## src/rtl/multi_pulse_gen_if.sv

```systemverilog
// multi_pulse_gen_if
// Groups the host-side parameter/load bus and the generated outputs of
// multi_pulse_gen.
//   enable    run when high
//   load      one-cycle strobe capturing per/del/wid/rep/sp into the shadow set
//   per       period in cycles
//   del/wid/sp per-channel delay, width, start-to-start spacing (T_W each)
//   rep       per-channel extra repetitions (REP_W each)
//   sync_on   period marker
//   pulse_on  channel outputs
//   load_ack  one-cycle pulse when shadow values become active
//   busy      high while a period is running
interface multi_pulse_gen_if #(
    parameter int NCH   = 4,
    parameter int PER_W = 24,
    parameter int T_W   = 16,
    parameter int REP_W = 8
);
    logic                   enable;
    logic                   load;
    logic [PER_W-1:0]       per;
    logic [NCH*T_W-1:0]     del;
    logic [NCH*T_W-1:0]     wid;
    logic [NCH*REP_W-1:0]   rep;
    logic [NCH*T_W-1:0]     sp;
    logic                   sync_on;
    logic [NCH-1:0]         pulse_on;
    logic                   load_ack;
    logic                   busy;

    modport master (
        output enable, load, per, del, wid, rep, sp,
        input  sync_on, pulse_on, load_ack, busy
    );

    modport slave (
        input  enable, load, per, del, wid, rep, sp,
        output sync_on, pulse_on, load_ack, busy
    );
endinterface

```

## src/rtl/multi_pulse_gen.sv

```systemverilog
// multi_pulse_gen
// One SYNC marker per period plus NCH gated pulse trains, each with its own
// delay, width, repetition count and spacing. Parameters are double-buffered
// (shadow -> active) and swapped only on a period boundary or while halted.
//   clk    PLL clock, rising edge
//   reset  synchronous, active-high
//   bus    multi_pulse_gen_if.slave (parameters in, pulses/status out)

// Per-channel generator. Its state describes the current value of t; hi is the
// combinational output for that t and is registered by the top level.
module mpg_channel #(
    parameter int PER_W = 24,
    parameter int T_W   = 16,
    parameter int REP_W = 8
) (
    input  logic             clk,
    input  logic             reset,
    input  logic             restart,   // halted or wrapping: back to WAIT
    input  logic             adv,       // running: advance one t step
    input  logic [PER_W-1:0] t,
    input  logic [T_W-1:0]   del,
    input  logic [T_W-1:0]   wid,
    input  logic [T_W-1:0]   sp,
    input  logic [REP_W-1:0] rep,
    output logic             hi
);
    typedef enum logic [1:0] {ST_WAIT, ST_HIGH, ST_GAP, ST_DONE} ch_state_t;

    ch_state_t        state, state_n;
    logic [T_W-1:0]   wcnt, wcnt_n;     // high cycles left, counting this one
    logic [T_W-1:0]   scnt, scnt_n;     // cycles until the next window start
    logic [REP_W-1:0] rleft, rleft_n;   // window starts still to come
    logic [T_W-1:0]   w_eff;
    logic             start;

    always_ff @(posedge clk) begin
        if (reset || restart) begin
            state <= ST_WAIT;
            wcnt  <= '0;
            scnt  <= '0;
            rleft <= '0;
        end else if (adv) begin
            state <= state_n;
            wcnt  <= wcnt_n;
            scnt  <= scnt_n;
            rleft <= rleft_n;
        end
    end

    always_comb begin
        start   = 1'b0;
        state_n = state;
        rleft_n = rleft;
        scnt_n  = (scnt != '0) ? scnt - T_W'(1) : '0;

        if (state == ST_WAIT)
            start = ({{T_W{1'b0}}, t} == {{PER_W{1'b0}}, del});
        else if (state != ST_DONE)
            start = (scnt == '0) && (rleft != '0);

        // Overlapping windows (sp <= wid) merge: keep the later end.
        w_eff = wcnt;
        if (start && (wid > wcnt))
            w_eff = wid;
        hi     = (w_eff != '0);
        wcnt_n = hi ? w_eff - T_W'(1) : '0;

        if (start) begin
            rleft_n = (state == ST_WAIT) ? rep : rleft - REP_W'(1);
            scnt_n  = sp - T_W'(1);
            // Zero spacing puts every repetition on the same start.
            if (sp == '0)
                rleft_n = '0;
        end

        if (state == ST_DONE || (state == ST_WAIT && !start))
            state_n = state;
        else if (wcnt_n != '0)
            state_n = ST_HIGH;
        else if (rleft_n != '0)
            state_n = ST_GAP;
        else
            state_n = ST_DONE;
    end
endmodule

module multi_pulse_gen #(
    parameter int NCH    = 4,
    parameter int PER_W  = 24,
    parameter int T_W    = 16,
    parameter int REP_W  = 8,
    parameter int SYNC_W = 8
) (
    input  logic               clk,
    input  logic               reset,
    multi_pulse_gen_if.slave   bus
);
    logic [PER_W-1:0]     sh_per, act_per;
    logic [NCH*T_W-1:0]   sh_del, sh_wid, sh_sp, act_del, act_wid, act_sp;
    logic [NCH*REP_W-1:0] sh_rep, act_rep;
    logic                 pend, run, xfer_q;
    logic [PER_W-1:0]     t;
    logic                 halted, active, wrap, xfer;
    logic [NCH-1:0]       ch_hi;

    // run is set one cycle after leaving halt so the t = 0 output lands one
    // edge after enable/transfer is sampled.
    always_comb begin
        halted = !bus.enable || (act_per < PER_W'(2));
        active = run && !halted;
        wrap   = active && (t == act_per - PER_W'(1));
        xfer   = pend && (halted || wrap);
    end

    always_ff @(posedge clk) begin
        if (reset) begin
            sh_per  <= '0; sh_del  <= '0; sh_wid  <= '0; sh_sp  <= '0; sh_rep  <= '0;
            act_per <= '0; act_del <= '0; act_wid <= '0; act_sp <= '0; act_rep <= '0;
            pend    <= 1'b0;
            run     <= 1'b0;
            t       <= '0;
            xfer_q  <= 1'b0;
            bus.sync_on  <= 1'b0;
            bus.pulse_on <= '0;
            bus.busy     <= 1'b0;
            bus.load_ack <= 1'b0;
        end else begin
            // A load coinciding with a transfer wins: pending stays set.
            if (bus.load) begin
                sh_per <= bus.per;
                sh_del <= bus.del;
                sh_wid <= bus.wid;
                sh_sp  <= bus.sp;
                sh_rep <= bus.rep;
                pend   <= 1'b1;
            end else if (xfer) begin
                pend   <= 1'b0;
            end
            if (xfer) begin
                act_per <= sh_per;
                act_del <= sh_del;
                act_wid <= sh_wid;
                act_sp  <= sh_sp;
                act_rep <= sh_rep;
            end
            run <= !halted;
            t   <= (active && !wrap) ? t + PER_W'(1) : '0;
            xfer_q <= xfer;
            // t < per always holds while running, so this is t < min(SYNC_W, per).
            bus.sync_on  <= active && (t < PER_W'(SYNC_W));
            bus.pulse_on <= active ? ch_hi : '0;
            bus.busy     <= active;
            bus.load_ack <= xfer_q;
        end
    end

    for (genvar i = 0; i < NCH; i++) begin : g_ch
        mpg_channel #(.PER_W(PER_W), .T_W(T_W), .REP_W(REP_W)) u_ch (
            .clk     (clk),
            .reset   (reset),
            .restart (!active || wrap),
            .adv     (active),
            .t       (t),
            .del     (act_del[i*T_W +: T_W]),
            .wid     (act_wid[i*T_W +: T_W]),
            .sp      (act_sp[i*T_W +: T_W]),
            .rep     (act_rep[i*REP_W +: REP_W]),
            .hi      (ch_hi[i])
        );
    end
endmodule

```

## src/flat_wrapper.sv

```systemverilog
// flat-port wrapper written by rule: the top's interface ports become plain ports
module multi_pulse_gen_flat 
#(
    parameter int NCH    = 4,
    parameter int PER_W  = 24,
    parameter int T_W    = 16,
    parameter int REP_W  = 8,
    parameter int SYNC_W = 8
)
  (clk, reset, bus_enable, bus_load, bus_per, bus_del, bus_wid, bus_rep, bus_sp, bus_sync_on, bus_pulse_on, bus_load_ack, bus_busy);
  multi_pulse_gen_if #(.NCH(NCH), .PER_W(PER_W), .T_W(T_W), .REP_W(REP_W)) bus_i ();
  input  logic clk;
  input  logic reset;
  input wire logic [$bits(bus_i.enable)-1:0] bus_enable;
  input wire logic [$bits(bus_i.load)-1:0] bus_load;
  input wire logic [$bits(bus_i.per)-1:0] bus_per;
  input wire logic [$bits(bus_i.del)-1:0] bus_del;
  input wire logic [$bits(bus_i.wid)-1:0] bus_wid;
  input wire logic [$bits(bus_i.rep)-1:0] bus_rep;
  input wire logic [$bits(bus_i.sp)-1:0] bus_sp;
  output wire logic [$bits(bus_i.sync_on)-1:0] bus_sync_on;
  output wire logic [$bits(bus_i.pulse_on)-1:0] bus_pulse_on;
  output wire logic [$bits(bus_i.load_ack)-1:0] bus_load_ack;
  output wire logic [$bits(bus_i.busy)-1:0] bus_busy;
  assign bus_i.enable = bus_enable;
  assign bus_i.load = bus_load;
  assign bus_i.per = bus_per;
  assign bus_i.del = bus_del;
  assign bus_i.wid = bus_wid;
  assign bus_i.rep = bus_rep;
  assign bus_i.sp = bus_sp;
  assign bus_sync_on = bus_i.sync_on;
  assign bus_pulse_on = bus_i.pulse_on;
  assign bus_load_ack = bus_i.load_ack;
  assign bus_busy = bus_i.busy;
  multi_pulse_gen #(.NCH(NCH), .PER_W(PER_W), .T_W(T_W), .REP_W(REP_W), .SYNC_W(SYNC_W)) u_core (.clk(clk), .reset(reset), .bus(bus_i));
endmodule
```

## config.mk

```make
export PLATFORM = sky130hd
export DESIGN_NAME = multi_pulse_gen_flat
export DESIGN_NICKNAME = d
export VERILOG_FILES = /design/src/rtl/multi_pulse_gen_if.sv /design/src/rtl/multi_pulse_gen.sv /design/src/flat_wrapper.sv
export SDC_FILE = /design/constraint.sdc
export NUM_CORES = 2
export LEC_CHECK = 0
export ABC_AREA = 1
export CORE_MARGIN = 2
export CORE_UTILIZATION = 54
export DETAILED_ROUTE_END_ITERATION = 6
export HOLD_SLACK_MARGIN = 0.12
export PLACE_DENSITY = 0.82
export SLEW_MARGIN = 30
export SYNTH_ARGS = -nofsm -noshare
export SYNTH_HDL_FRONTEND = slang
export SYNTH_SLANG_ARGS = --single-unit
```

## constraint.sdc

```tcl
create_clock -name clk -period 3.15 [get_ports clk]
set_clock_uncertainty 0.1 [all_clocks]
set_input_delay 0.63 -clock clk [delete_from_list [all_inputs] [get_ports clk]]
set_output_delay 0.63 -clock clk [all_outputs]
set_load 0.05 [all_outputs]
```

== Word-level counts from Yosys, hierarchy flattened ==
Cells that the tools add are included.

* Add/sub/neg operators: 18
* Bitwise logic cells: 6
* Reduce and logical (&&, ||, !) cells: 72
* Eq/ne operators: 13
* Magnitude comparators: 6
* Multiplexer cells: 46

{| class="wikitable"
|+ Operators by type and width
! cell !! count
|-
| $mux W16 || 16
|-
| $reduce_bool A16 Y1 || 12
|-
| $sub A16 B1 Y16 const B || 12
|-
| $logic_not A16 Y1 || 8
|-
| $eq A24 B16 Y1 || 4
|-
| $mux W8 || 12
|-
| $gt A16 B16 Y1 || 4
|-
| $reduce_bool A8 Y1 || 8
|-
| $sub A8 B1 Y8 const B || 4
|-
| $add A24 B1 Y24 const B || 1
|-
| $eq A24 B24 Y1 || 1
|-
| $lt A24 B2 Y1 const B || 1
|-
| $lt A24 B4 Y1 const B || 1
|-
| $sub A24 B1 Y24 const B || 1
|-
| $logic_and A1 B1 Y1 || 17
|-
| $mux W1 || 14
|-
| $eq A2 B2 Y1 const B || 4
|-
| $logic_not A1 Y1 || 8
|-
| $logic_not A2 Y1 || 4
|-
| $logic_or A1 B1 Y1 || 8
|-
| $mux W2 || 4
|-
| $ne A2 B2 Y1 const B || 4
|-
| $reduce_and A2 Y1 || 4
|-
| $not A1 Y1 || 6
|-
| other kinds (2) || 3
|}

* Output and inout bits: 7
* Bits of input ports: 252
* Flip-flop bits (word level): 698

== Longest topological paths before layout ==
* Word-level depth: 10
* Mapped depth: 28

== Modules after synthesis ==
From an unflattened synthesis, not the netlist that was laid out.

* Cells, all modules: 5795
* Area, all modules: 38951.1 sq um

{| class="wikitable"
|+ By module, submodules not included
! module !! times used !! seq. area each (sq um) !! cells each !! area an instance (sq um)
|-
| multi_pulse_gen || 1 || 10610.2 || 2858 || 21483.1
|-
| mpg_channel at u_core.g_ch[1].u_ch ... || 3 || 840.8 || 731 || 4376.7
|-
| mpg_channel at u_core.g_ch[0].u_ch || 1 || 840.8 || 744 || 4337.9
|}

== Worst setup path before layout ==
No wires, ideal clock.

* Path kind: register to register
* From: reg u_core.g_ch[2].u_ch.wcnt[15]
* To: reg u_core.g_ch[2].u_ch.state[0]
* Required time: 2.930 ns
* Cell stages (with the launch flop): 22
* Arrival: 2.944 ns
* Slack: -0.013 ns
* Period minus slack after synthesis: 3.163 ns
* Cell sequence: dfxtp_1 -> inv_1 -> ha_1 -> nand4_1 -> a21oi_1 -> nor2_1 -> a21oi_2 -> clkbuf_1 -> nand4_1 -> nand2_1 -> ha_1 -> nand3_1 -> nor2_2 -> nand2_1 -> nor2_1 -> nand3_1 -> nand3_1 -> nand2_1 -> nor2_1 -> nand3_1 -> nand2_1 -> a21oi_1

* Longest elaborated chain between the ends: 7

{| class="wikitable"
|+ Ends and longest elaborated chain
! what !! RTL line !! source
|-
| start: declaration || multi_pulse_gen.sv:30 || <nowiki>logic [T_W-1:0] wcnt, wcnt_n;</nowiki>
|-
| start signal: assignment || multi_pulse_gen.sv:44 || <nowiki>wcnt <= wcnt_n;</nowiki>
|-
| $gt A16 B16 Y1 || multi_pulse_gen.sv:63 || <nowiki>if (start && (wid > wcnt))</nowiki>
|-
| $logic_and A1 B1 Y1 || multi_pulse_gen.sv:63 ||
|-
| $mux W16 (*) || multi_pulse_gen.sv:63 ||
|-
| $sub A16 B1 Y16 / $reduce_bool A16 Y1 (equally long branches) || multi_pulse_gen.sv:66, multi_pulse_gen.sv:65 ||
|-
| $mux W16 (*) || multi_pulse_gen.sv:66 || <nowiki>wcnt_n = hi ? w_eff - T_W'(1) : '0;</nowiki>
|-
| $reduce_bool A16 Y1 (*) || multi_pulse_gen.sv:78 || <nowiki>else if (wcnt_n != '0)</nowiki>
|-
| $mux W2 (*) || multi_pulse_gen.sv:78 ||
|-
| end signal: assignment || multi_pulse_gen.sv:43 || <nowiki>state <= state_n;</nowiki>
|-
| end: declaration || multi_pulse_gen.sv:29 || <nowiki>ch_state_t state, state_n;</nowiki>
|}

Every way passes the cells marked *; elsewhere a longest branch is shown, timed or not.
A chain may end at the register's enable or synchronous reset.

== Final worst setup path ==
* From: reg u_core.act_per[2]
* To: reg u_core.act_wid[22]

* Longest elaborated chain between the ends: 7

{| class="wikitable"
|+ Ends and longest elaborated chain
! what !! RTL line !! source
|-
| start: declaration || multi_pulse_gen.sv:98 || <nowiki>logic [PER_W-1:0] sh_per, act_per;</nowiki>
|-
| start signal: assignment || multi_pulse_gen.sv:140 || <nowiki>act_per <= sh_per;</nowiki>
|-
| parallel branches: the longest is 5 deep, another holds $sub A24 B1 Y24 || -- ||
|-
| $logic_or A1 B1 Y1 (*) || multi_pulse_gen.sv:112 || <nowiki>xfer = pend && (halted || wrap);</nowiki>
|-
| $logic_and A1 B1 Y1 (*) || multi_pulse_gen.sv:112 ||
|-
| end signal: assignment || multi_pulse_gen.sv:142 || <nowiki>act_wid <= sh_wid;</nowiki>
|-
| end: declaration || multi_pulse_gen.sv:99 || <nowiki>logic [NCH*T_W-1:0] sh_del, sh_wid, sh_sp, act_del, act_wid, act_sp;</nowiki>
|}

Mark *: on every way between the ends.

==> flow_metrics.env <==
export IMPL_core_um2=64700
export IMPL_r2r_end="u_core.act_wid[22]"
export IMPL_dieArea_um2=67650
export IMPL_tightest_slew_ps=871.1
export IMPL_cts_buffer_depth=3
export IMPL_antenna_found_initial=0
export IMPL_dp_worst_setup_slack_ps=-379.1
export IMPL_cts_made_buffers=74
export IMPL_grt_pass1_vias=34910
export IMPL_max_slew_margin_rel=0.4193
export IMPL_synthSimpleGateAreaFrac=0.2939
export IMPL_synth_fa_ha_area_frac=0.03144
export IMPL_viasPerCell=5.706
export IMPL_finalNonFillerCells=6697
export IMPL_die_h_um=260.1
export IMPL_outcome="complete, but fails checks"
export IMPL_antenna_cells=0
export IMPL_drive_above_1_share=0.2408
export IMPL_hold_class="reg -> reg"
export IMPL_io_pins=259
export IMPL_finalCriticalPeriod_ps=3477
export IMPL_syn_mean_instance_area_um2=6.964
export IMPL_end_kind="register"
export IMPL_std_cell_rows=93
export IMPL_dr_pass1_iters=6
export IMPL_reg2reg_depth=18
export IMPL_p_leak_nw=21.55
export IMPL_wl_per_cell_um=18.28
export IMPL_rsz0062_at_grt="yes"
export IMPL_cp_cell_sequence="nor2_4, nand2_2, nor3_4, nand4_1, nor2_4, nand2_2, xor2_2, o2111ai_2, nor4_2, nand3_1, nand2_4, nand2_8, buf_6, buf_6, buf_16, buf_12, o21ai_4, a21oi_2"
export IMPL_p_per_area_nw_per_um2=702.9
export IMPL_clk_latency_ps=650
export IMPL_setup_violations=282
export IMPL_worst_path_max_delay_cell="nor4_2"
export IMPL_root_buffer="clkbuf_16"
export IMPL_critPathCapture="u_core.act_wid[22]"
export IMPL_clock_fmax_mhz=287.6
export IMPL_gr_usage_all_layers=0.3057
export IMPL_dp_hpwl_um=71910
export IMPL_start_util=0.5474
export IMPL_async_flop_share=0
export IMPL_dp_cells=6395
export IMPL_wl_met3_um=10010
export IMPL_overflow=0
export IMPL_yosysUniqueCellTypes=62
export IMPL_die_x_um=260.1
export IMPL_synth_seq_area_share=0.3945
export IMPL_route_met2_wl_um=56930
export IMPL_synth_xor_area_frac=0.04179
export IMPL_htree_levels=3
export IMPL_io_buffers=258
export IMPL_mostFrequentLayoutCell="nor2_1"
export IMPL_hold_violations=0
export IMPL_cts_sinks=698
export IMPL_worstSetupPathType="reg -> reg"
export IMPL_grt_max_degree=249
export IMPL_synth_edf_count=0
export IMPL_postRouteAntennaNets=0
export IMPL_critical_path_required_ps=3580
export IMPL_m1WireLength_um=48990
export IMPL_clkTransAtPathRegs_ps=60
export IMPL_netlist_instances=5086
export IMPL_synth_seq_cells=698
export IMPL_synth_mux_area_frac=0.0002826
export IMPL_num_vias=38220
export IMPL_nNetsFinal=6124
export IMPL_synth_nets=5427
export IMPL_setup_slack_ps=-326.7
export IMPL_routed_wirelength_um=122400
export IMPL_fin_util=0.7585
export IMPL_violations="setup timing"
export IMPL_startpoint="u_core.act_per[2]"
export IMPL_synth_compound_area_frac=0.1565
export IMPL_grt_pass1_wl_um=170900
export IMPL_synth_top_family_by_area="simple AND/OR/NAND/NOR gates"
export IMPL_top_layer="met4"
export IMPL_syn_cell_area_um2=35420
export IMPL_max_vdd_ir_drop_mv=0.5209
export IMPL_regToRegSetupSlack_ps=-330
export IMPL_drc=0
export IMPL_startpoint_type="register"
export IMPL_cts_hold_fix_buffers=0
export IMPL_r2r_start="u_core.act_per[2]"
export IMPL_post_route_period_util=1.104
export IMPL_critPathMaxStageDelay_ps=400
export IMPL_yosysWarnings=0
export IMPL_cts_tree="built"
export IMPL_final_cell_mix="nor2_1 (1135), dfxtp_1 (646), nand2_1 (546), o21ai_0 (522), buf_4 (498)"
export IMPL_critPathArrivalTime_ps=3910
export IMPL_worstPathMaxFanout=11
export IMPL_synthFlopType="dfxtp_1"
export IMPL_place_gp_congestion=0.9416
export IMPL_final_max_slew_viol_count=0
export IMPL_drt_iter0_drc=4109
export IMPL_maxCapViolCount=0
export IMPL_syn2layout_area_growth_pct=38.57
==> how the worst min path moves through the flow <==
stage	from	endpoint	slack, ps	depth (start not counted)
3_3_place_gp	u_core.xfer_q	u_core.bus.load_ack	300	2
4_1_cts	u_core.xfer_q	u_core.bus.load_ack	330	2
6_report	u_core.xfer_q	u_core.bus.load_ack	320	2
5_1_grt	u_core.xfer_q	u_core.bus.load_ack	360	2
3_5_place_dp	u_core.xfer_q	u_core.bus.load_ack	310	2
2_1_floorplan	u_core.xfer_q	u_core.bus.load_ack	290	2
==> what timing repair did <==
item,in CTS,in global routing
resized for setup,276,549
endpoints found under the setup margin,142,312
cloned,11,44
pin swaps,112,178
setup buffers,46,69
==> layer usage <==
metal / vias up / track usage
met2: 1837 / 0.5176
met4: 0 / 0.1051
met3: 466 / 0.04337
met5: - / 0
met1: 17840 / 0.3986
li1: 18070 / -
==> stage by stage <==
stage	power [W]	hold WS [ps]	area, µm²	setup TNS [ps]
floorplan	0.01687	288.3	35420	0
finish	0.03450	323.1	49080	-54470
detailed placement	0.02131	305.5	41690	-6132
global placement	0.02118	296.0	41690	-2848
global route	0.03608	355.2	49080	-92260
CTS	0.03183	325.6	45780	-353.8
==> logic make-up after synthesis <==
kind of cell | after synthesis
AOI/OAI and AO/OA | 1020
xor gates and xnor gates | 169
adders and majority gates | 89
buffers and inverters | 682
DFF | 698
muxes | 1
and+or+nand+nor | 2427
==> flip-flops by register name, indices dropped and copies added, names as in the netlist, 24 cells and up <==
signal                  cells
u_core.act_del             64
u_core.act_sp              64
u_core.sh_sp               64
u_core.act_wid             64
u_core.sh_per              24
u_core.g_ch.u_ch.wcnt      64
u_core.sh_del              64
u_core.sh_wid              64
u_core.g_ch.u_ch.scnt      64
u_core.t                   24
u_core.g_ch.u_ch.rleft     32
u_core.act_rep             32
u_core.sh_rep              32
u_core.act_per             24
==> layout make-up <==
| class | count | area, µm² |
|---|---|---|
| clock buffers | 100 | 2090 |
| clock inverters | 35 | 445.4 |
| fillers | 4499 | 15620 |
| inverters | 409 | 1588 |
| multi-input cells | 3713 | 21000 |
| flip-flops and latches | 698 | 14040 |
| well taps | 855 | 1070 |
| repair buffers | 885 | 8808 |
| repair inverters | 2 | 36.28 |
==> cell usage after synthesis (15+ instances only) <==
master | number | area share
xnor2_1 | 50 | 0.012
nor2_1 | 1220 | 0.13
nor4_1 | 15 | 0.0026
ha_1 | 89 | 0.031
buf_2 | 54 | 0.0076
inv_2 | 23 | 0.0024
clkbuf_1 | 171 | 0.018
nor2_2 | 34 | 0.0060
nand2_1 | 658 | 0.070
nand2_2 | 29 | 0.0051
buf_6 | 24 | 0.0076
nand3_1 | 208 | 0.029
o21ai_0 | 636 | 0.090
xor2_1 | 119 | 0.029
nand4_1 | 96 | 0.017
inv_1 | 382 | 0.040
a31oi_1 | 27 | 0.0048
a21oi_1 | 215 | 0.030
a211oi_1 | 34 | 0.0072
dfxtp_1 | 698 | 0.39
buf_4 | 15 | 0.0032
nor3_1 | 91 | 0.013
o22ai_1 | 20 | 0.0035
==> worst max-delay path, delay by kind of cell, from the launching register on <==
family | cells | cell delay [ps]
simple gates | 10 | 1840
buf+inv | 4 | 590
flops | 1 | 360
xor+xnor | 1 | 140
compound gates | 3 | 300
==> where the power goes <==
part | switching (W) | leakage (nW) | internal, W
Combinational | 0.00874 | 14.6 | 0.00685
Sequential | 0.000437 | 5.75 | 0.00940
Clock | 0.00392 | 1.25 | 0.00515
(Power assumes the default switching activity.)
